===== config.mk =====
export PLATFORM = sky130hd
export DESIGN_NAME = multicycle_ctrl
export DESIGN_NICKNAME = d
export VERILOG_FILES = /design/src/rtl/riscv_ctrl_pkg.sv /design/src/rtl/ctrl_opdecode.sv /design/src/rtl/multicycle_ctrl.sv
export SDC_FILE = /design/constraint.sdc
export NUM_CORES = 1
export LEC_CHECK = 0
export BUFFER_PORTS_ARGS = -buffer_cell sky130_fd_sc_hd__buf_2
export CAP_MARGIN = 5
export CORE_AREA = 2 2 59 72
export CTS_BUF_LIST = sky130_fd_sc_hd__clkbuf_4 sky130_fd_sc_hd__clkbuf_8 sky130_fd_sc_hd__clkbuf_16
export DETAILED_ROUTE_END_ITERATION = 16
export DIE_AREA = 0 0 61 74
export PLACE_DENSITY = 0.51
export SETUP_SLACK_MARGIN = 0.2
export SYNTH_ARGS = -nofsm -noshare
export SYNTH_HDL_FRONTEND = slang
export SYNTH_HIERARCHICAL = 1
export SYNTH_SLANG_ARGS = --single-unit

===== constraint.sdc =====
create_clock -name clk -period 2.5 [get_ports clk]
set_input_delay 0 -clock clk [delete_from_list [all_inputs] [get_ports clk]]
set_output_delay 0 -clock clk [all_outputs]
set_load 0.01 [all_outputs]

===== src/rtl/riscv_ctrl_pkg.sv =====
// Shared encodings for the RV32I multi-cycle control path: opcodes, FSM states,
// instruction classes, ALU function codes and the PC / write-back mux selects.
package riscv_ctrl_pkg;

    localparam logic [6:0] OP_R      = 7'h33;
    localparam logic [6:0] OP_I      = 7'h13;
    localparam logic [6:0] OP_LOAD   = 7'h03;
    localparam logic [6:0] OP_STORE  = 7'h23;
    localparam logic [6:0] OP_BRANCH = 7'h63;
    localparam logic [6:0] OP_JAL    = 7'h6F;
    localparam logic [6:0] OP_JALR   = 7'h67;

    typedef enum logic [2:0] {
        ST_FETCH  = 3'd0,
        ST_DECODE = 3'd1,
        ST_EXEC   = 3'd2,
        ST_MEM    = 3'd3,
        ST_WB     = 3'd4,
        ST_TRAP   = 3'd5
    } state_t;

    typedef enum logic [2:0] {
        CLS_NONE   = 3'd0,
        CLS_R      = 3'd1,
        CLS_I      = 3'd2,
        CLS_LOAD   = 3'd3,
        CLS_STORE  = 3'd4,
        CLS_BRANCH = 3'd5,
        CLS_JAL    = 3'd6,
        CLS_JALR   = 3'd7
    } class_t;

    localparam logic [3:0] ALU_ADD  = 4'd0;
    localparam logic [3:0] ALU_SUB  = 4'd1;
    localparam logic [3:0] ALU_SLL  = 4'd2;
    localparam logic [3:0] ALU_SLT  = 4'd3;
    localparam logic [3:0] ALU_SLTU = 4'd4;
    localparam logic [3:0] ALU_XOR  = 4'd5;
    localparam logic [3:0] ALU_SRL  = 4'd6;
    localparam logic [3:0] ALU_SRA  = 4'd7;
    localparam logic [3:0] ALU_OR   = 4'd8;
    localparam logic [3:0] ALU_AND  = 4'd9;

    localparam logic [1:0] PC_PLUS4 = 2'b00;
    localparam logic [1:0] PC_IMM   = 2'b01;
    localparam logic [1:0] PC_ALU   = 2'b10;

    localparam logic [1:0] WB_ALU = 2'b00;
    localparam logic [1:0] WB_MEM = 2'b01;
    localparam logic [1:0] WB_PC4 = 2'b10;

    // alt selects SUB for funct3=000 and SRA for funct3=101; callers decide when it applies.
    function automatic logic [3:0] alu_from_funct(input logic [2:0] f3, input logic alt);
        case (f3)
            3'b000:  return alt ? ALU_SUB : ALU_ADD;
            3'b001:  return ALU_SLL;
            3'b010:  return ALU_SLT;
            3'b011:  return ALU_SLTU;
            3'b100:  return ALU_XOR;
            3'b101:  return alt ? ALU_SRA : ALU_SRL;
            3'b110:  return ALU_OR;
            default: return ALU_AND;
        endcase
    endfunction

endpackage


===== src/rtl/ctrl_opdecode.sv =====
// Combinational instruction classifier: opcode/funct3/funct7b5 to class, ALU
// function and an illegal-encoding flag.
module ctrl_opdecode
    import riscv_ctrl_pkg::*;
(
    input  logic [6:0] opcode,
    input  logic [2:0] funct3,
    input  logic       funct7b5,
    output logic [2:0] op_class,
    output logic [3:0] alu_op,
    output logic       illegal
);

    class_t cls;

    always_comb begin
        cls     = CLS_NONE;
        alu_op  = ALU_ADD;
        illegal = 1'b0;
        case (opcode)
            OP_R: begin
                cls    = CLS_R;
                alu_op = alu_from_funct(funct3, funct7b5);
            end
            OP_I: begin
                // For immediates bit 30 is part of the constant except on shifts-right.
                cls    = CLS_I;
                alu_op = alu_from_funct(funct3, funct7b5 && (funct3 == 3'b101));
            end
            OP_LOAD: begin
                cls     = CLS_LOAD;
                illegal = (funct3 != 3'b010);
            end
            OP_STORE: begin
                cls     = CLS_STORE;
                illegal = (funct3 != 3'b010);
            end
            OP_BRANCH: begin
                cls     = CLS_BRANCH;
                alu_op  = ALU_SUB;
                illegal = (funct3 == 3'b010) || (funct3 == 3'b011);
            end
            OP_JAL:  cls = CLS_JAL;
            OP_JALR: cls = CLS_JALR;
            default: illegal = 1'b1;
        endcase
    end

    assign op_class = cls;

endmodule


===== src/rtl/multicycle_ctrl.sv =====
// Multi-cycle RV32I control FSM: sequences fetch, decode, execute, memory and
// write-back, driving every datapath enable and mux select.
module multicycle_ctrl
    import riscv_ctrl_pkg::*;
(
    input  logic       clk,
    input  logic       rst,
    input  logic [6:0] opcode_i,
    input  logic [2:0] funct3_i,
    input  logic       funct7b5_i,
    input  logic       zero_i,
    input  logic       lt_i,
    input  logic       ltu_i,
    input  logic       imem_ready_i,
    input  logic       dmem_ready_i,
    output logic       imem_req_o,
    output logic       ir_write_o,
    output logic       pc_write_o,
    output logic [1:0] pc_sel_o,
    output logic       alu_src_b_o,
    output logic [3:0] alu_op_o,
    output logic       dmem_req_o,
    output logic       dmem_we_o,
    output logic       reg_write_o,
    output logic [1:0] wb_sel_o,
    output logic       retire_o,
    output logic       illegal_o,
    output logic [2:0] state_o
);

    // Memory handshake: a request is raised and held, with dmem_we stable, until
    // ready is sampled high on a clock edge; that edge completes the transfer.
    // ready seen while no request is raised is ignored.

    state_t     state_q, state_d;
    class_t     cls_q;
    logic [2:0] funct3_q;
    logic [3:0] alu_op_q;
    logic       illegal_q;

    logic [2:0] dec_class;
    logic [3:0] dec_alu_op;
    logic       dec_illegal;

    logic       imem_req, ir_write, pc_write, alu_src_b, dmem_req, dmem_we;
    logic       reg_write, retire, taken;
    logic [1:0] pc_sel, wb_sel;
    logic [3:0] alu_op;

    ctrl_opdecode u_opdecode (
        .opcode   (opcode_i),
        .funct3   (funct3_i),
        .funct7b5 (funct7b5_i),
        .op_class (dec_class),
        .alu_op   (dec_alu_op),
        .illegal  (dec_illegal)
    );

    always_comb begin
        taken = 1'b0;
        case (funct3_q)
            3'b000:  taken = zero_i;
            3'b001:  taken = !zero_i;
            3'b100:  taken = lt_i;
            3'b101:  taken = !lt_i;
            3'b110:  taken = ltu_i;
            3'b111:  taken = !ltu_i;
            default: taken = 1'b0;
        endcase
    end

    always_ff @(posedge clk) begin
        if (rst) begin
            state_q   <= ST_FETCH;
            cls_q     <= CLS_NONE;
            funct3_q  <= 3'b000;
            alu_op_q  <= ALU_ADD;
            illegal_q <= 1'b0;
        end else begin
            state_q <= state_d;
            if (state_q == ST_DECODE) begin
                cls_q    <= class_t'(dec_class);
                funct3_q <= funct3_i;
                alu_op_q <= dec_alu_op;
                if (dec_illegal) illegal_q <= 1'b1;
            end
        end
    end

    always_comb begin
        state_d   = state_q;
        imem_req  = 1'b0;
        ir_write  = 1'b0;
        pc_write  = 1'b0;
        pc_sel    = PC_PLUS4;
        alu_src_b = 1'b0;
        alu_op    = ALU_ADD;
        dmem_req  = 1'b0;
        dmem_we   = 1'b0;
        reg_write = 1'b0;
        wb_sel    = WB_ALU;
        retire    = 1'b0;
        case (state_q)
            ST_FETCH: begin
                imem_req = 1'b1;
                if (imem_ready_i) begin
                    ir_write = 1'b1;
                    state_d  = ST_DECODE;
                end
            end
            ST_DECODE: state_d = dec_illegal ? ST_TRAP : ST_EXEC;
            ST_EXEC: begin
                alu_op    = alu_op_q;
                alu_src_b = (cls_q != CLS_R) && (cls_q != CLS_BRANCH);
                case (cls_q)
                    CLS_LOAD, CLS_STORE: state_d = ST_MEM;
                    CLS_BRANCH: begin
                        pc_write = 1'b1;
                        pc_sel   = taken ? PC_IMM : PC_PLUS4;
                        retire   = 1'b1;
                        state_d  = ST_FETCH;
                    end
                    default: state_d = ST_WB;
                endcase
            end
            ST_MEM: begin
                // Address operands stay on the ALU for the whole access.
                alu_op    = alu_op_q;
                alu_src_b = 1'b1;
                dmem_req  = 1'b1;
                dmem_we   = (cls_q == CLS_STORE);
                if (dmem_ready_i) begin
                    if (cls_q == CLS_STORE) begin
                        pc_write = 1'b1;
                        retire   = 1'b1;
                        state_d  = ST_FETCH;
                    end else begin
                        state_d = ST_WB;
                    end
                end
            end
            ST_WB: begin
                // Operands held from EXEC so the JALR target is still on the ALU output.
                alu_op    = alu_op_q;
                alu_src_b = (cls_q != CLS_R);
                reg_write = 1'b1;
                pc_write  = 1'b1;
                retire    = 1'b1;
                state_d   = ST_FETCH;
                case (cls_q)
                    CLS_LOAD:          wb_sel = WB_MEM;
                    CLS_JAL, CLS_JALR: wb_sel = WB_PC4;
                    default:           wb_sel = WB_ALU;
                endcase
                case (cls_q)
                    CLS_JAL:  pc_sel = PC_IMM;
                    CLS_JALR: pc_sel = PC_ALU;
                    default:  pc_sel = PC_PLUS4;
                endcase
            end
            ST_TRAP: state_d = ST_TRAP;
            default: state_d = ST_FETCH;
        endcase
    end

    // Reset forces every output low at once, including in-flight requests.
    assign imem_req_o  = imem_req  & ~rst;
    assign ir_write_o  = ir_write  & ~rst;
    assign pc_write_o  = pc_write  & ~rst;
    assign pc_sel_o    = rst ? 2'b00 : pc_sel;
    assign alu_src_b_o = alu_src_b & ~rst;
    assign alu_op_o    = rst ? 4'd0 : alu_op;
    assign dmem_req_o  = dmem_req  & ~rst;
    assign dmem_we_o   = dmem_we   & ~rst;
    assign reg_write_o = reg_write & ~rst;
    assign wb_sel_o    = rst ? 2'b00 : wb_sel;
    assign retire_o    = retire    & ~rst;
    assign illegal_o   = illegal_q & ~rst;
    assign state_o     = rst ? 3'd0 : state_q;

endmodule


; Word-level counts from Yosys, hierarchy flattened
; Cells that the tools add are included.
[totals]
inputBits = 18
out_inout_bits = 20
ff_bits = 14
[op_classes]
n_mux = 38
eq_ne = 33
reduce_logical = 16
bitwise = 9
[ops]
columns = operator, n
row1 = 4-bit one-hot mux with 7 select lines, 2
row2 = 3-bit == test (second input constant), 13
row3 = 7-bit == test (second input constant), 3
row4 = 3-bit one-hot mux with 7 select lines, 1
row5 = 3-bit by 2-bit == test with 1-bit output (second input constant), 5
row6 = 1-bit two-way mux, 15
row7 = 3-bit two-way mux, 5
row8 = 3-bit one-hot mux with 5 select lines, 1
row9 = 7-bit by 6-bit == test with 1-bit output (second input constant), 2
row10 = 2-bit one-hot mux with 2 select lines, 3
row11 = 4-bit one-hot mux with 3 select lines, 1
row12 = 3-bit by 1-bit == test with 1-bit output (second input constant), 3
row13 = 3-bit zero test, 3
row14 = 1-bit one-hot mux with 3 select lines, 3
row15 = 1-bit bitwise AND, 8
row16 = 4-bit two-way mux, 2
row17 = 7-bit by 2-bit == test with 1-bit output (second input constant), 1
row18 = 7-bit by 5-bit == test with 1-bit output (second input constant), 1
row19 = 2-bit two-way mux, 3
row20 = 1-bit one-hot mux with 6 select lines, 1
row21 = 3-bit one-hot mux with 2 select lines, 1
row22 = 2-bit OR reduction, 3
row23 = 2-bit != test (second input constant), 2
row24 = 2-bit AND reduction, 2
row25 = 9 further kinds, 12

; Longest topological paths before layout
; Gate-level depths: netlist of run 1.
[depth]
word_depth = 6
depth_mapped = 6
ltp_nobuf = 6

; Cells and area by module
; Netlist of run 1, hierarchy kept.
[modules_own_cells]
columns = mod, seq_area_each_um2, cells_each, n_inst, area_per_inst_um2
row1 = multicycle_ctrl, 280.3, 107, 1, 935.9
row2 = ctrl_opdecode, 0.0, 35, 1, 234.0

; Worst setup path before layout of run 1
; Ideal clock, no wire load.
[synth_path]
path_kind = reg2out
from = register state_q[2]
to = output retire_o
t_arrival_ns = 1.393
stages_incl_launch_ff = 5
setup_slack_ns = 1.107
path_buffers = 1
t_required_ns = 2.500
path_cell_list = dfxtp_1 > or3b_1 > a21oi_2 > a21boi_1 > buf_4
[synth_via]
elab_chain_cells = 3
[synth_lines]
columns = element, line_no
row1 = "start, declared", multicycle_ctrl.sv:35  ; state_t state_q, state_d;
row2 = "start signal, assigned", multicycle_ctrl.sv:80  ; state_q <= state_d;
row3 = 3-bit == test / 3-bit by 2-bit == test with 1-bit output (equally long branches), --
row4 = 1-bit one-hot mux with 3 select lines (*), --
row5 = 1-bit bitwise AND (*), --
row6 = "end, declared", multicycle_ctrl.sv:26  ; output logic retire_o,
; Every way passes the cells marked *; elsewhere a longest branch is shown, timed or not.

; Worst setup path in the final report of run 1
[layout_path]
from = register state_q[2]
to = output pc_write_o
[layout_via]
elab_chain_cells = 3
[layout_lines]
columns = element, line_no
row1 = 3-bit == test / 3-bit by 2-bit == test with 1-bit output (equally long branches), multicycle_ctrl.sv:103  ; case (state_q)
row2 = 1-bit one-hot mux with 3 select lines (*), multicycle_ctrl.sv:103
row3 = 1-bit bitwise AND (*), multicycle_ctrl.sv:169  ; assign pc_write_o = pc_write & ~rst;
row4 = "end, declared", multicycle_ctrl.sv:18  ; output logic pc_write_o,
; Marked as above.

==> run_summary.xml, run 1 <==
<?xml version="1.0" encoding="UTF-8"?>
<metrics>
  <group name="floorplan">
    <metric name="core_region_area" unit="sq um">3850</metric>
    <metric name="placement_rows" unit="">25</metric>
    <metric name="design.portCount" unit="">38</metric>
    <metric name="initial_utilization" unit="%">30.4</metric>
    <metric name="die_span_y" unit="um">74</metric>
    <metric name="fp.dieW" unit="um">61</metric>
    <metric name="die_area" unit="sq um">4510</metric>
  </group>
  <group name="synth">
    <metric name="synth_compound_gate_area_share" unit="%">20.0</metric>
    <metric name="adder_and_majority_gate_portion_of_the_synthesized_area" unit="%">0</metric>
    <metric name="post-synth-top-area-fraction" unit="%">24.0</metric>
    <metric name="postSynthCellCount" unit="">142</metric>
    <metric name="post_synth_edffs" unit="">0</metric>
    <metric name="synth_nets" unit="">160</metric>
    <metric name="synthTopCellsByArea" unit="">sky130_fd_sc_hd__dfxtp_1 24%, sky130_fd_sc_hd__mux2i_1 9.4%, sky130_fd_sc_hd__nor2_1 6.4%</metric>
    <metric name="synth.avg_cell_area" unit="sq um">8.24</metric>
    <metric name="synth.largest_area_cell" unit="">sky130_fd_sc_hd__dfxtp_1</metric>
    <metric name="area_share_of_xor_xnor_cells_in_the_synthesized_design" unit="%">2.25</metric>
    <metric name="syn-cell-area" unit="sq um">1170</metric>
    <metric name="combinational_family_with_the_most_area_after_synthesis" unit="">simple AND/OR/NAND/NOR gates</metric>
    <metric name="synth_seq_cells" unit="">14</metric>
    <metric name="post-synth-top-count-cell" unit="">sky130_fd_sc_hd__nor2_1</metric>
    <metric name="synth.top_cells.by_count" unit="">20 x sky130_fd_sc_hd__nor2_1, 14 x sky130_fd_sc_hd__dfxtp_1, 11 x sky130_fd_sc_hd__mux2i_1</metric>
    <metric name="synthMuxAreaShare" unit="%">10.4</metric>
    <metric name="synth.yosys.warnings" unit="">6</metric>
    <metric name="post_synth_and_or_nand_nor_area_fraction" unit="%">38.4</metric>
    <metric name="dominantRegCellSynth" unit="">sky130_fd_sc_hd__dfxtp_1</metric>
    <metric name="synth-async-reset-ratio" unit="%">0</metric>
    <metric name="post_synth_num_cell_types" unit="">51</metric>
    <metric name="seq_area_frac_synth" unit="%">24.0</metric>
  </group>
  <group name="critical_path">
    <metric name="critical_path_required" unit="ns">2.50</metric>
    <metric name="startpoint" unit="">state_q[2]</metric>
    <metric name="worst_flop_to_flop_path_startpoint" unit="">state_q[1]</metric>
    <metric name="cp.arrival" unit="ns">1.83</metric>
    <metric name="criticalPathCategory" unit="">flop to output pin</metric>
    <metric name="worstPathMaxFanout" unit="">14</metric>
    <metric name="nature_of_the_critical_path_startpoint" unit="">flop</metric>
    <metric name="depth_of_the_worst_register_to_register_path" unit="">3</metric>
    <metric name="worstSetupEndpointType" unit="">output pin</metric>
  </group>
  <group name="layout">
    <metric name="final_net_count" unit="">196</metric>
    <metric name="antenna_cells" unit="">0</metric>
    <metric name="final_design_area_no_fill" unit="sq um">1430</metric>
    <metric name="layout.core_utilization" unit="%">37.3</metric>
    <metric name="synthToLayoutAreaGrowth" unit="%">22.6</metric>
    <metric name="drive_above_1_share" unit="%">29.9</metric>
    <metric name="fin_cells" unit="">231</metric>
  </group>
  <group name="drt">
    <metric name="antenna_violating_nets_post_route" unit="">0</metric>
    <metric name="avgRoutedWirePerCell" unit="um">12.6</metric>
    <metric name="drt_first_pass_iters" unit="">4</metric>
    <metric name="post-route-drc-count" unit="">0</metric>
    <metric name="post_drt_via_cell_ratio" unit="">4.95</metric>
    <metric name="drt_iter0_drc" unit="">33</metric>
    <metric name="vias" unit="">1143</metric>
    <metric name="wl" unit="um">2910</metric>
  </group>
  <group name="timing">
    <metric name="final_max_slew_viol_count" unit="">0</metric>
    <metric name="min_period_over_period" unit="%">73.2</metric>
    <metric name="timing.final.setup_violations" unit="">0</metric>
    <metric name="fmax" unit="MHz">546</metric>
    <metric name="worst_clock_skew" unit="ns">0.00607</metric>
    <metric name="finalHoldViolations" unit="">0</metric>
    <metric name="timing.max_slew.rel_slack" unit="%">64.3</metric>
    <metric name="layout_min_cycle_time" unit="ns">1.83</metric>
    <metric name="unrepaired_setup_endpoints_after_global_routing" unit="">no</metric>
    <metric name="worst_hold_slack" unit="ns">0.0933</metric>
    <metric name="worstMarginPinSlew" unit="ns">0.534</metric>
    <metric name="fin_tns_setup" unit="ns">0</metric>
  </group>
  <group name="placed_design">
    <metric name="placedCellCount" unit="">227</metric>
    <metric name="dpl_cell_area" unit="sq um">1380</metric>
    <metric name="placement.io_buffers" unit="">37</metric>
    <metric name="detailedPlacementHpwl" unit="um">2370</metric>
    <metric name="globalplace.congestion" unit="">0.792</metric>
  </group>
  <group name="clock_tree">
    <metric name="post-cts-setup-buffers" unit="">0</metric>
    <metric name="cts-root-to-sink-buffers" unit="">2</metric>
    <metric name="htree_levels" unit="">1</metric>
    <metric name="clock_insertion_delay_at_the_later_pin_of_the_skew_report" unit="ns">0.24</metric>
    <metric name="cts.reportedPaths.clkPinSlew" unit="ns">0.05</metric>
    <metric name="post_cts_resized" unit="">0</metric>
    <metric name="cts-buffers-inserted" unit="">3</metric>
    <metric name="cts.root.buffer_cell" unit="">sky130_fd_sc_hd__clkbuf_8</metric>
    <metric name="tritoncts" unit="">done</metric>
    <metric name="clock_sink_count" unit="">14</metric>
    <metric name="number_of_buffers_inserted_by_hold_repair_at_cts" unit="">0</metric>
  </group>
  <group name="grt">
    <metric name="grt_pass1_wl" unit="um">4720</metric>
    <metric name="via_count_of_the_first_global_routing_pass" unit="">1027</metric>
    <metric name="grt_util_all_layers" unit="%">13.6</metric>
    <metric name="antenna_violations_before_repair" unit="">0</metric>
    <metric name="grt_start_max_net_pins" unit="">25</metric>
    <metric name="grt_overflow_total" unit="">0</metric>
  </group>
  <group name="run">
    <metric name="max-cap-violations" unit="">0</metric>
  </group>
  <group name="status">
    <metric name="result_of_the_run" unit="">finished, final reports clean</metric>
  </group>
  <group name="hold_path">
    <metric name="min-delay-path-class" unit="">primary input to flop</metric>
    <metric name="hold_path.startpoint" unit="">funct3_i[0]</metric>
    <metric name="whs_path_depth" unit="">3</metric>
  </group>
  <group name="pwr">
    <metric name="leakagePower" unit="nW">0.629</metric>
    <metric name="ir_drop" unit="uV">148</metric>
    <metric name="power_per_cell_area" unit="nW/um^2">406</metric>
  </group>
</metrics>
flip-flops by register name, summed over array words and instances, names as in the netlist:
signal and flops:
cls_q 3, alu_op_q 4, funct3_q 3, state_q 3, illegal_q 1
power by group:
group | internal, mW | switching [mW] | leakage [nW]
logic | 0.0559 | 0.0649 | 0.486
registers | 0.232 | 0.0141 | 0.114
clock network | 0.139 | 0.0769 | 0.0288
cells in the final DEF, fill, tap and decap left out, types with 4 or more instances in the layout:
| cell type | netlist | routed |
|---|---|---|
| sky130_fd_sc_hd__buf_2 | 2 | 37 |
| sky130_fd_sc_hd__dfxtp_1 | 14 | 14 |
| sky130_fd_sc_hd__a21oi_1 | 5 | 5 |
| sky130_fd_sc_hd__nor2b_1 | 9 | 9 |
| sky130_fd_sc_hd__nand2b_1 | 6 | 6 |
| sky130_fd_sc_hd__clkbuf_8 | 0 | 4 |
| sky130_fd_sc_hd__a31oi_1 | 4 | 4 |
| sky130_fd_sc_hd__mux2i_1 | 11 | 11 |
| sky130_fd_sc_hd__and2_1 | 8 | 8 |
| sky130_fd_sc_hd__nor3b_2 | 4 | 4 |
| sky130_fd_sc_hd__nand2_1 | 5 | 5 |
| sky130_fd_sc_hd__nor2_1 | 20 | 20 |
layer usage:
metal	vias up	global-route usage [%]	wire [um]
met1	519	16.8	1300
met3	2	1.57	120
met2	32	24.6	1460
li1	590	-	-
met4	0	3.62	25
met5	-	0	0
per-stage QoR:
stage | total power [mW] | setup slack (ns)
after floorplan | 0.330 | 1.11
after global placement | 0.369 | 0.951
after detailed placement | 0.372 | 0.886
after CTS | 0.588 | 0.625
after global routing | 0.618 | 0.509
final | 0.583 | 0.670
final timing paths:
kind	to	slack [ns]
hold reg to reg	illegal_q	0.47
setup reg to reg	state_q[2]	0.97
setup / recovery	pc_write_o	0.67
hold / removal	funct3_q[0]	0.09
critical path, cell delays in order (launching register included):
cell	delay [ns]
sky130_fd_sc_hd__dfxtp_1	0.57
sky130_fd_sc_hd__or3b_1	0.42
sky130_fd_sc_hd__a21oi_2	0.23
sky130_fd_sc_hd__a21boi_1	0.21
sky130_fd_sc_hd__buf_2	0.15
final cells by class:
class                           instances  area (sq um)
Timing Repair Buffer                   38           193
Fill cell                             416          2410
Clock buffer                            4          55.1
Multi-Input combinational cell        119           831
Sequential cell                        14           280
Tap cell                               54          67.6
Inverter                                2          7.51
kinds of logic (layout without fill, tap and decap cells):
group	count (synthesis)	after routing
AND/OR/NAND/NOR	73	73
AO/OA/AOI/OAI	31	31
buffers and inverters	9	44
flip-flops	14	14
multiplexers	12	12
XOR/XNOR	3	3
(Power assumes the default switching activity.)
==> run 2: changes to the inputs <==
--- a/config.mk
+++ b/config.mk
@@ -11,7 +11,7 @@
 export CTS_BUF_LIST = sky130_fd_sc_hd__clkbuf_4 sky130_fd_sc_hd__clkbuf_8 sky130_fd_sc_hd__clkbuf_16
 export DETAILED_ROUTE_END_ITERATION = 16
 export DIE_AREA = 0 0 61 74
-export PLACE_DENSITY = 0.51
+export PLACE_DENSITY = 0.53
 export SETUP_SLACK_MARGIN = 0.2
 export SYNTH_ARGS = -nofsm -noshare
 export SYNTH_HDL_FRONTEND = slang
==> constraint.sdc (replaced) <==
create_clock -name clk -period 1.6 [get_ports clk]
set_input_delay 0 -clock clk [delete_from_list [all_inputs] [get_ports clk]]
set_output_delay 0 -clock clk [all_outputs]
set_load 0.01 [all_outputs]
==> run_summary.xml, run 2 (synthesis gave the netlist of run 1 again) <==
<?xml version="1.0" encoding="UTF-8"?>
<metrics>
  <group name="status">
    <metric name="result_of_the_run" unit="">finished, final reports clean</metric>
  </group>
  <group name="layout">
    <metric name="final_cell_mix" unit="">37 x sky130_fd_sc_hd__buf_2, 20 x sky130_fd_sc_hd__nor2_1, 11 x sky130_fd_sc_hd__mux2i_1, 10 x sky130_fd_sc_hd__dfxtp_1</metric>
    <metric name="antenna_cells" unit="">0</metric>
    <metric name="fin_cells" unit="">239</metric>
    <metric name="max_flop_register" unit="">alu_op_q</metric>
    <metric name="synthToLayoutAreaGrowth" unit="%">34.0</metric>
    <metric name="filler_cell_count" unit="">409</metric>
    <metric name="drive_above_1_share" unit="%">37.8</metric>
    <metric name="largest_register_ff_count" unit="">4</metric>
    <metric name="layout.cells.most_common" unit="">sky130_fd_sc_hd__buf_2</metric>
    <metric name="final_net_count" unit="">204</metric>
  </group>
  <group name="pwr">
    <metric name="p_switching" unit="uW">249</metric>
    <metric name="switching_share" unit="%">26.5</metric>
    <metric name="p_int" unit="uW">690</metric>
    <metric name="ir_drop" unit="uV">220</metric>
    <metric name="power_per_cell_area" unit="nW/um^2">599</metric>
    <metric name="leakagePower" unit="nW">0.680</metric>
    <metric name="power.sequential.fraction" unit="%">39.8</metric>
    <metric name="power_frac_clock" unit="%">35.1</metric>
    <metric name="combPwrFrac" unit="%">25.1</metric>
  </group>
  <group name="grt">
    <metric name="global_route.usage.met2" unit="%">26.3</metric>
    <metric name="grtUsageMet1" unit="%">16.1</metric>
    <metric name="grt_overflow_total" unit="">0</metric>
    <metric name="gr-max-usage-layer" unit="">met2</metric>
    <metric name="grt_start_max_net_pins" unit="">25</metric>
    <metric name="groute.layer.met3.usage" unit="%">1.39</metric>
    <metric name="antenna_violations_before_repair" unit="">0</metric>
    <metric name="grt_util_all_layers" unit="%">14.2</metric>
    <metric name="grt_pass1_wl" unit="um">4910</metric>
    <metric name="via_count_of_the_first_global_routing_pass" unit="">1127</metric>
  </group>
  <group name="timing">
    <metric name="worst_hold_slack" unit="ns">0.102</metric>
    <metric name="layout_setup_ws" unit="ns">0.0714</metric>
    <metric name="unrepaired_setup_endpoints_after_global_routing" unit="">yes</metric>
    <metric name="timing.final.setup_violations" unit="">0</metric>
    <metric name="timing.max_slew.rel_slack" unit="%">67.7</metric>
    <metric name="min_period_over_period" unit="%">95.5</metric>
    <metric name="finalHoldViolations" unit="">0</metric>
    <metric name="worstMarginPinSlew" unit="ns">0.485</metric>
    <metric name="final_max_slew_viol_count" unit="">0</metric>
    <metric name="fmax" unit="MHz">654</metric>
    <metric name="worst_clock_skew" unit="ns">0.00271</metric>
    <metric name="fin_tns_setup" unit="ns">0</metric>
    <metric name="layout_min_cycle_time" unit="ns">1.53</metric>
  </group>
  <group name="drt">
    <metric name="wl" unit="um">3050</metric>
    <metric name="drt_first_pass_iters" unit="">4</metric>
    <metric name="vias" unit="">1179</metric>
    <metric name="post-route-drc-count" unit="">0</metric>
    <metric name="post_drt_via_cell_ratio" unit="">4.93</metric>
    <metric name="drt_iter0_drc" unit="">39</metric>
    <metric name="antenna_violating_nets_post_route" unit="">0</metric>
    <metric name="avgRoutedWirePerCell" unit="um">12.8</metric>
  </group>
  <group name="floorplan">
    <metric name="die_area" unit="sq um">4510</metric>
    <metric name="design.portCount" unit="">38</metric>
    <metric name="placement_rows" unit="">25</metric>
    <metric name="fp.dieW" unit="um">61</metric>
    <metric name="die_span_y" unit="um">74</metric>
    <metric name="core_region_area" unit="sq um">3850</metric>
    <metric name="initial_utilization" unit="%">30.4</metric>
  </group>
  <group name="hold_path">
    <metric name="min-delay-path-class" unit="">primary input to flop</metric>
  </group>
  <group name="critical_path">
    <metric name="nature_of_the_critical_path_startpoint" unit="">flop</metric>
    <metric name="critical_path_required" unit="ns">1.60</metric>
    <metric name="worstSetupEndpointType" unit="">output pin</metric>
    <metric name="worstPathMaxFanout" unit="">5</metric>
    <metric name="cp.arrival" unit="ns">1.53</metric>
    <metric name="criticalPathCategory" unit="">flop to output pin</metric>
  </group>
  <group name="clock_tree">
    <metric name="clock_sink_count" unit="">14</metric>
    <metric name="cts-root-to-sink-buffers" unit="">2</metric>
    <metric name="cts-buffers-inserted" unit="">3</metric>
    <metric name="clock_insertion_delay_at_the_later_pin_of_the_skew_report" unit="ns">0.24</metric>
    <metric name="tritoncts" unit="">done</metric>
    <metric name="cts.reportedPaths.clkPinSlew" unit="ns">0.06</metric>
    <metric name="cts.root.buffer_cell" unit="">sky130_fd_sc_hd__clkbuf_8</metric>
    <metric name="htree_levels" unit="">1</metric>
  </group>
  <group name="placed_design">
    <metric name="placement.setup.worst_slack" unit="ns">0.131</metric>
    <metric name="placedCellCount" unit="">230</metric>
    <metric name="detailedPlacementHpwl" unit="um">2350</metric>
    <metric name="globalplace.congestion" unit="">0.785</metric>
    <metric name="placement.io_buffers" unit="">37</metric>
  </group>
  <group name="run">
    <metric name="max-cap-violations" unit="">0</metric>
  </group>
</metrics>
run 2: changes by cell type in the layout (fill, tap and decap cells not counted), moves of 2 or more:
cell and delta:
sky130_fd_sc_hd__dfxtp_1 -4, sky130_fd_sc_hd__nor3b_2 -3, sky130_fd_sc_hd__nor3b_4 +3, sky130_fd_sc_hd__buf_6 +2
sky130_fd_sc_hd__buf_4 +5, sky130_fd_sc_hd__dfxtp_2 +3
run 2: per-stage QoR:
step	power, mW	utilization [%]	cell area [sq um]
2_1_floorplan	0.516	-	1170
3_3_place_gp	0.591	36.7	1410
3_5_place_dp	0.595	36.7	1410
4_1_cts	0.939	40.0	1540
5_1_grt	0.993	40.7	1570
6_report	0.939	40.7	1570
run 2: per-layer routing:
layer / part of all wire, % / routed length [um]
met5: 0 / 0
met4: 1.3 / 40
met3: 4.6 / 139
met2: 51 / 1550
met1: 43 / 1320
run 2: area by class of cell:
cell class,instances,area [sq um],share of cell area [%]
Clock buffer,4,55.1,3.51
Multi-Input combinational cell,119,877,55.9
Timing Repair Buffer,46,273,17.4
Inverter,2,7.51,0.479
Sequential cell,14,288,18.4
Tap cell,54,67.6,4.31
run 2: power by group through the flow:
| stage | sequential (mW) | combinational, mW | clock, mW |
|---|---|---|---|
| after floorplan | 0.379 | 0.137 | 0 |
| after global placement | 0.381 | 0.210 | 0 |
| after detailed placement | 0.381 | 0.214 | 0 |
| after CTS | 0.373 | 0.227 | 0.339 |
| after global routing | 0.376 | 0.258 | 0.360 |
| final | 0.374 | 0.236 | 0.329 |
run 2: critical path, cell delays in order (launching register included):
cell and delay [ns]:
sky130_fd_sc_hd__dfxtp_2 0.34, sky130_fd_sc_hd__or3b_4 0.42, sky130_fd_sc_hd__a21oi_4 0.19, sky130_fd_sc_hd__a21boi_2 0.20, sky130_fd_sc_hd__buf_2 0.14
run 2: worst paths after layout:
kind | start | end | slack, ns | depth (start not counted)
min | funct3_i[0] | funct3_q[0] | 0.10 | 3
min reg2reg | illegal_q | illegal_q | 0.47 | 2
max | state_q[0] | pc_write_o | 0.07 | 4
max reg2reg | state_q[1] | alu_op_q[3] | 0.19 | 6
run 2: repair_timing:
| action | in CTS | in global routing |
|---|---|---|
| endpoints found under the setup margin | 11 | 24 |
| cloned | 0 | 0 |
| pin swaps | 3 | 3 |
| gates resized for setup | 10 | 6 |
| hold buffers | 0 | 0 |
| buffers inserted | 5 | 0 |
==> run 3: changes to the inputs <==
--- a/config.mk
+++ b/config.mk
@@ -11,7 +11,6 @@
 export CTS_BUF_LIST = sky130_fd_sc_hd__clkbuf_4 sky130_fd_sc_hd__clkbuf_8 sky130_fd_sc_hd__clkbuf_16
 export DETAILED_ROUTE_END_ITERATION = 16
 export DIE_AREA = 0 0 61 74
-export PLACE_DENSITY = 0.53
 export SETUP_SLACK_MARGIN = 0.2
 export SYNTH_ARGS = -nofsm -noshare
 export SYNTH_HDL_FRONTEND = slang
==> run_summary.xml, run 3 (synthesis gave the netlist of run 1 again) <==
<?xml version="1.0" encoding="UTF-8"?>
<metrics>
  <group name="pwr">
    <metric name="ir_drop" unit="uV">324</metric>
    <metric name="leakagePower" unit="nW">0.702</metric>
    <metric name="totalPowerFinal" unit="uW">884</metric>
    <metric name="power_per_cell_area" unit="nW/um^2">542</metric>
  </group>
  <group name="layout">
    <metric name="synthToLayoutAreaGrowth" unit="%">39.5</metric>
    <metric name="largest_register_ff_count" unit="">4</metric>
    <metric name="final_net_count" unit="">208</metric>
    <metric name="final_design_area_no_fill" unit="sq um">1630</metric>
    <metric name="layout.cells.most_common" unit="">sky130_fd_sc_hd__buf_2</metric>
    <metric name="layout.core_utilization" unit="%">42.4</metric>
    <metric name="antenna_cells" unit="">0</metric>
    <metric name="drive_above_1_share" unit="%">41.5</metric>
    <metric name="max_flop_register" unit="">alu_op_q</metric>
    <metric name="final_cell_mix" unit="">33 x sky130_fd_sc_hd__buf_2, 19 x sky130_fd_sc_hd__nor2_1, 11 x sky130_fd_sc_hd__mux2i_1, 10 x sky130_fd_sc_hd__dfxtp_1, 10 x sky130_fd_sc_hd__buf_4</metric>
  </group>
  <group name="critical_path">
    <metric name="cp.arrival" unit="ns">1.53</metric>
    <metric name="worstReg2RegEnd" unit="">alu_op_q[2]</metric>
    <metric name="timing.reg2reg.setup_slack" unit="ns">0.30</metric>
    <metric name="slowest_stage" unit="">sky130_fd_sc_hd__or3b_4</metric>
    <metric name="worstSetupEndpointType" unit="">output pin</metric>
    <metric name="critical_path.top_delay_family" unit="">simple AND/OR/NAND/NOR gates</metric>
    <metric name="nature_of_the_critical_path_startpoint" unit="">flop</metric>
    <metric name="worst_flop_to_flop_path_startpoint" unit="">state_q[2]</metric>
    <metric name="critical_path_required" unit="ns">1.60</metric>
    <metric name="critical_path.max_stage_delay" unit="ns">0.42</metric>
    <metric name="worstPathMaxFanout" unit="">5</metric>
    <metric name="criticalPathCategory" unit="">flop to output pin</metric>
    <metric name="critPathBufInv" unit="">1</metric>
    <metric name="timing.critical_path.cells" unit="">or3b_4, a21oi_4, a21boi_2, buf_2</metric>
    <metric name="depth_of_the_worst_register_to_register_path" unit="">5</metric>
  </group>
  <group name="floorplan">
    <metric name="die_span_y" unit="um">74</metric>
    <metric name="fp.dieW" unit="um">61</metric>
    <metric name="placement_rows" unit="">25</metric>
    <metric name="design.portCount" unit="">38</metric>
    <metric name="die_area" unit="sq um">4510</metric>
    <metric name="core_region_area" unit="sq um">3850</metric>
    <metric name="initial_utilization" unit="%">30.4</metric>
  </group>
  <group name="clock_tree">
    <metric name="tritoncts" unit="">done</metric>
    <metric name="clock_sink_count" unit="">14</metric>
    <metric name="htree_levels" unit="">1</metric>
    <metric name="cts.root.buffer_cell" unit="">sky130_fd_sc_hd__clkbuf_8</metric>
    <metric name="cts.reportedPaths.clkPinSlew" unit="ns">0.05</metric>
    <metric name="clock_insertion_delay_at_the_later_pin_of_the_skew_report" unit="ns">0.24</metric>
    <metric name="cts-root-to-sink-buffers" unit="">2</metric>
    <metric name="cts-buffers-inserted" unit="">3</metric>
  </group>
  <group name="grt">
    <metric name="grt_start_max_net_pins" unit="">25</metric>
    <metric name="grt_overflow_total" unit="">0</metric>
    <metric name="antenna_violations_before_repair" unit="">0</metric>
    <metric name="grt_util_all_layers" unit="%">14.4</metric>
    <metric name="via_count_of_the_first_global_routing_pass" unit="">1138</metric>
    <metric name="grt_pass1_wl" unit="um">5000</metric>
  </group>
  <group name="timing">
    <metric name="final_max_slew_viol_count" unit="">0</metric>
    <metric name="layout_min_cycle_time" unit="ns">1.53</metric>
    <metric name="finalHoldViolations" unit="">0</metric>
    <metric name="min_period_over_period" unit="%">95.5</metric>
    <metric name="unrepaired_setup_endpoints_after_global_routing" unit="">yes</metric>
    <metric name="timing.final.setup_violations" unit="">0</metric>
    <metric name="timing.max_slew.rel_slack" unit="%">66.2</metric>
    <metric name="worstMarginPinSlew" unit="ns">0.507</metric>
    <metric name="worst_clock_skew" unit="ns">0.00209</metric>
    <metric name="layout_setup_ws" unit="ns">0.0715</metric>
    <metric name="fin_tns_setup" unit="ns">0</metric>
    <metric name="fmax" unit="MHz">654</metric>
  </group>
  <group name="status">
    <metric name="result_of_the_run" unit="">finished, final reports clean</metric>
  </group>
  <group name="hold_path">
    <metric name="whs_path_depth" unit="">3</metric>
    <metric name="holdPathEnd" unit="">funct3_q[0]</metric>
    <metric name="hold_path.startpoint" unit="">funct3_i[0]</metric>
    <metric name="min-delay-path-class" unit="">primary input to flop</metric>
  </group>
  <group name="placed_design">
    <metric name="globalplace.congestion" unit="">0.830</metric>
    <metric name="placement.io_buffers" unit="">37</metric>
    <metric name="placement.setup.worst_slack" unit="ns">0.142</metric>
    <metric name="detailedPlacementHpwl" unit="um">2190</metric>
    <metric name="dpl_cell_area" unit="sq um">1420</metric>
  </group>
  <group name="drt">
    <metric name="antenna_violating_nets_post_route" unit="">0</metric>
    <metric name="drt_first_pass_iters" unit="">4</metric>
    <metric name="vias" unit="">1194</metric>
    <metric name="drt_iter0_drc" unit="">31</metric>
    <metric name="post_drt_via_cell_ratio" unit="">4.93</metric>
    <metric name="wl" unit="um">3080</metric>
    <metric name="avgRoutedWirePerCell" unit="um">12.7</metric>
    <metric name="post-route-drc-count" unit="">0</metric>
  </group>
  <group name="run">
    <metric name="max-cap-violations" unit="">0</metric>
  </group>
</metrics>
==> run 3: tightest hold or removal path, delay by kind of cell <==
| kind | cells | cell delay [ns] |
|---|---|---|
| buffers and inverters | 1 | 0.14 |
| and+or+nand+nor | 1 | 0.07 |
| muxes | 1 | 0.08 |
==> run 3: routing by layer <==
layer  GRT usage [%]  wire [um]
met5               0          0
met4            3.62         12
met1            18.5       1370
met2            25.2       1540
met3            1.91        153
==> run 3: metrics by stage <==
step / hold slack (ns) / cells
2_1_floorplan: 0.0382 / 142
3_3_place_gp: 0.320 / 231
3_5_place_dp: 0.326 / 231
4_1_cts: 0.101 / 240
5_1_grt: 0.132 / 242
6_report: 0.100 / 242
==> run 3: what timing repair did <==
action	in CTS	in global routing
pin swaps	8	1
endpoints found under the setup margin	12	11
hold buffers	0	0
buffers inserted	6	2
gates resized for setup	22	6
==> run 3: area by class of cell <==
type,count,area (sq um)
fillers,412,2220
multi-input cells,119,895
repair buffers,50,328
flip-flops and latches,14,293
well taps,54,67.6
clock buffers,3,41.3
inverters,2,7.51
==> run 3: how the worst max path moves through the flow <==
stage	start	endpoint	slack [ns]	cells after the start
detailed placement	state_q[1]	pc_write_o	0.14	4
global route	cls_q[2]	retire_o	-0.02	4
finish	state_q[1]	pc_write_o	0.07	4
global placement	state_q[1]	retire_o	0.13	4
CTS	state_q[1]	alu_op_o[3]	0.06	5
floorplan	state_q[2]	retire_o	0.21	4
==> run 3: where the power goes <==
part           switching (mW)  total [mW]  internal [mW]
Combinational           0.126       0.241          0.114
Sequential             0.0118       0.372          0.361
Clock                   0.106       0.271          0.166
Total                   0.244       0.884          0.640
